**src/rtl/mul_arb.sv**
```systemverilog
// rtl/mul_arb.sv - two-requester round-robin scheduler around a 4-bit shift-add multiplier
//
// Accepts one multiply at a time from two requesters, runs a W-step shift-add
// sequence and returns the 2W-bit product with a one-cycle done pulse to the owner.
//
// Optional feature macro: MUL_ARB_EARLY_EXIT_EN
//   defined   - finish as soon as the remaining multiplier bits are all zero
//   undefined - fixed W-cycle latency regardless of operands
//
// Ports:
//   clk          rising-edge clock
//   rst          asynchronous reset, active-low
//   req0/req1    level operation requests
//   a0,b0/a1,b1  multiplicand / multiplier per requester (W bits)
//   gnt0/gnt1    one-cycle accept pulse to the owner
//   done0/done1  one-cycle result-valid pulse to the owner
//   y            product of the last completed operation (2W bits)
//   busy         high while an operation is in flight
module mul_arb #(
  parameter int W = 4
) (
  input  logic           clk,
  input  logic           rst,
  input  logic           req0,
  input  logic [W-1:0]   a0,
  input  logic [W-1:0]   b0,
  input  logic           req1,
  input  logic [W-1:0]   a1,
  input  logic [W-1:0]   b1,
  output logic           gnt0,
  output logic           gnt1,
  output logic           done0,
  output logic           done1,
  output logic [2*W-1:0] y,
  output logic           busy
);

  localparam int CW = (W > 1) ? $clog2(W) : 1;

  localparam logic [0:0] IDLE = 1'b0;
  localparam logic [0:0] CALC = 1'b1;

  logic [0:0]     state;
  logic           ptr;
  logic           owner;
  logic [2*W-1:0] ra;
  logic [2*W-1:0] acc;
  logic [W-1:0]   rb;
  logic [CW-1:0]  cnt;

  logic           sel1;
  logic [2*W-1:0] sum;
  logic [W-1:0]   rb_next;
  logic           last;

  // Requester 1 wins when it is the only one asking, or both ask and ptr points at it.
  assign sel1    = req1 && (!req0 || ptr);
  assign sum     = acc + (rb[0] ? ra : '0);
  assign rb_next = rb >> 1;

`ifdef MUL_ARB_EARLY_EXIT_EN
  // Nothing left to add once the remaining multiplier bits are zero.
  assign last = (cnt == CW'(W - 1)) || (rb_next == '0);
`else
  assign last = (cnt == CW'(W - 1));
`endif

  assign busy = (state == CALC);

  always_ff @(posedge clk or negedge rst) begin
    if (!rst) begin
      state <= IDLE;
      ptr   <= 1'b0;
      owner <= 1'b0;
      ra    <= '0;
      acc   <= '0;
      rb    <= '0;
      cnt   <= '0;
      y     <= '0;
      gnt0  <= 1'b0;
      gnt1  <= 1'b0;
      done0 <= 1'b0;
      done1 <= 1'b0;
    end else begin
      gnt0  <= 1'b0;
      gnt1  <= 1'b0;
      done0 <= 1'b0;
      done1 <= 1'b0;
      if (state == IDLE) begin
        if (req0 || req1) begin
          owner <= sel1;
          ptr   <= ~sel1;
          ra    <= {{W{1'b0}}, (sel1 ? a1 : a0)};
          rb    <= sel1 ? b1 : b0;
          acc   <= '0;
          cnt   <= '0;
          gnt0  <= ~sel1;
          gnt1  <= sel1;
          state <= CALC;
        end
      end else begin
        acc <= sum;
        ra  <= ra << 1;
        rb  <= rb_next;
        cnt <= cnt + CW'(1);
        if (last) begin
          y     <= sum;
          done0 <= ~owner;
          done1 <= owner;
          state <= IDLE;
        end
      end
    end
  end

endmodule

```
**config.mk**
```make
export PLATFORM = sky130hd
export DESIGN_NAME = mul_arb
export DESIGN_NICKNAME = d
export VERILOG_FILES = /design/src/rtl/mul_arb.sv
export SDC_FILE = /design/constraint.sdc
export NUM_CORES = 1
export LEC_CHECK = 0
export CELL_PAD_IN_SITES_DETAIL_PLACEMENT = 1
export CELL_PAD_IN_SITES_GLOBAL_PLACEMENT = 1
export CORE_MARGIN = 5
export CORE_UTILIZATION = 44
export DETAILED_ROUTE_END_ITERATION = 10
export PLACE_DENSITY_LB_ADDON = 0.3
export RECOVER_POWER = 25
export SYNTH_ARGS = -nofsm -noshare
export SYNTH_HDL_FRONTEND = slang
export SYNTH_SLANG_ARGS = --single-unit
```
**constraint.sdc**
```tcl
create_clock -name clk -period 6.7 [get_ports clk]
set_clock_uncertainty 0.15 [all_clocks]
set_input_delay 0.67 -clock clk [delete_from_list [all_inputs] [get_ports clk]]
set_output_delay 0.67 -clock clk [all_outputs]
set_load 0.005 [all_outputs]
```
==> impl_metrics.tcl <==
set metrics [dict create \
    status "complete, but fails checks" \
    violations "capacitance limit, slew limit" \
    slew_viol_final 38 \
    yosysUniqueCellTypes 33 \
    critPathBufInv 1 \
    maxCapViolCount 1 \
    finalWorstSetupSlack_ps 3960 \
    grt_pass1_vias 1438 \
    vias 1295 \
    fin_util_pct 56.3 \
    ys.flop_type "dfrtp_1" \
    post_dp_cell_area_sq_um 2170 \
    finalPower_mw 0.865 \
    crit_chain "clkdlybuf4s50_1" \
    dp.cells 226 \
    antenna_found_initial 0 \
    critPathKind "register to primary output" \
    gp_congestion 0.768 \
    cp.required_ps 5880 \
    crit_fanout 29 \
    setup_viol 0 \
    hp-class "register to register" \
    rsz0062_at_grt "false" \
    rr_worst_depth 8 \
    min_period_ps 2740 \
    worst_setup_path_start_kind "register" \
    clock-sinks 37 \
    synth_commonest_cells "37 x dfrtp_1, 12 x a22o_1, 11 x o21ai_0, 9 x mux2_2, 9 x mux2i_1" \
    cts.htree.levels 2 \
    drive_above_1_share_pct 12.6 \
    postCtsHoldBufs 0 \
    drtIter0Drc 41 \
    syn_nets 179 \
    cts_root_buf "clkbuf_8" \
    cts_buffer_depth 2 \
    drc 0 \
    clk_latency_ps 280 \
    antennaDiodeCount 0 \
    crit_end "busy" \
    design.die.area_sq_um 5520 \
    end_kind "primary output" \
    holdWs_ps 305 \
    globalRouteOverflowTotal 0 \
    multi_input_area_sq_um 848 \
    rows 23 \
    crit_slowest_cell "dfrtp_1" \
    yosys.area.top_type "dfrtp_1" \
    cts_buffers 5 \
    grt_max_degree 38 \
    area_delta_synth_final_pct 23.8 \
    hold_violations 0 \
    io_buffer_count 32 \
    drt-vias-per-instance 5.56 \
    reg2reg_to "y[6]$_DFFE_PN0P_" \
    worstMarginPinSlew_ps 2000 \
    detailed_place_hpwl_um 2850 \
    synthTopCellsByArea "dfrtp_1 51%, a22o_1 5.8%, mux2_2 5.6%" \
    yosysTopAreaCellShare_pct 50.9 \
    netlist_area_sq_um 1820 \
    ys_seq_area_share_pct 50.9 \
    firstDrtPassIters 4 \
    chipWidth_um 74.3 \
    syn_avg_cell_area_sq_um 12.1 \
    p_leak_nw 1.08 \
    slew_headroom_pct -33.3 \
    core_sq_um 4000 \
    seq_area_sq_um 926 \
    slowest_delay_ps 980 \
    ir_drop_uv 231 \
    critical-path-top-delay-family "flip-flops" \
    synthMostInstantiatedCell "dfrtp_1" \
    setup_tns_ps 0 \
    ys_warn_count 0 \
    ys_ff_latch 37 \
    r2r_start "rb[0]$_DFFE_PN0P_" \
    wl_um 3890 \
    fmax_mhz 366 \
    fin_area_sq_um 2250 \
    ios 33 \
    worst-path-stages 1 \
    critPathArrivalTime_ps 1920 \
    cts_tree "done" \
    startpoint "busy$_DFF_PN0_" \
    synth-edff-count 0 \
    grt_pass1_wl_um 6620 \
    grt.total_usage_pct 16.0 \
    n_fill_cell 426 \
    die_height_um 74.3 \
    dp_slack_ps 3960 \
    reg2reg_slack_ps 4160 \
    cts_setup_buffers 0 \
    fin_nets 212 \
    start_util_pct 45.5 \
    routedWlPerCell_um 16.7 \
    async_flop_share_pct 100 \
    drt.antenna.violating_nets 0 \
    layoutNonFillerInstCount 233 \
    ctsResizeCount 0 \
    power.density_nw_per_um2 384 \
    clkTransAtPathRegs_ps 70 \
    period_share_pct 40.8 \
    syn_inst 150 \
]
worst min path at each step:
stage / start / endpoint / slack (ps) / cells after the start
6_report: owner$_DFFE_PN0P_ / done0$_DFF_PN0_ / 300 / 1
2_1_floorplan: rst / acc[0]$_DFFE_PN0P_ / 220 / 0
3_5_place_dp: owner$_DFFE_PN0P_ / done0$_DFF_PN0_ / 300 / 1
5_1_grt: owner$_DFFE_PN0P_ / done0$_DFF_PN0_ / 340 / 1
4_1_cts: owner$_DFFE_PN0P_ / done0$_DFF_PN0_ / 310 / 1
3_3_place_gp: owner$_DFFE_PN0P_ / done0$_DFF_PN0_ / 290 / 1
final cells by class:
cell class / count / share of cell area (%)
Timing Repair Buffer: 33 / 14.3
Sequential cell: 37 / 41.1
Tap cell: 50 / 2.78
Clock buffer: 7 / 3.83
Inverter: 2 / 0.333
Multi-Input combinational cell: 104 / 37.7
power breakdown:
part,total (mW),switching [mW],internal (mW)
registers,0.393,0.0823,0.310
logic,0.320,0.132,0.187
clock network,0.153,0.0716,0.0815
per-layer routing:
layer / wire length (um) / track usage, % / up-vias
li1: - / - / 605
met1: 1600 / 18.2 / 661
met2: 2090 / 28.2 / 22
met3: 135 / 4.19 / 7
met4: 67 / 7.31 / 0
met5: 0 / 0 / -
layout by cell type, fill, tap and decap left out, types with 3 or more instances in the layout:
cell	Yosys	layout
and2_1	8	8
clkbuf_8	0	6
mux2i_1	9	9
clkdlybuf4s50_1	0	31
o21ai_0	11	10
nor2_1	4	4
dfrtp_1	37	37
nand2_1	5	5
a21oi_1	4	4
mux2_2	9	9
ha_1	8	8
xnor2_1	4	4
a22o_1	12	12
a22oi_1	6	6
a21o_1	3	3
kinds of logic after synthesis:
kind of cell / Yosys count / synth area share [%]
AO/OA/AOI/OAI: 44 / 17.4
buffers and inverters: 9 / 2.48
XOR/XNOR: 7 / 4.13
adder cells (fa/ha/maj): 9 / 6.60
AND/OR/NAND/NOR: 26 / 7.98
flip-flops: 37 / 50.9
multiplexers: 18 / 10.5
registers in the layout, indices dropped and copies added (netlist names), 2 cells and up:
signal	count
acc	8
cnt	2
ra	8
rb	4
y	8
Note: power is estimated with default switching activity, not from simulation.
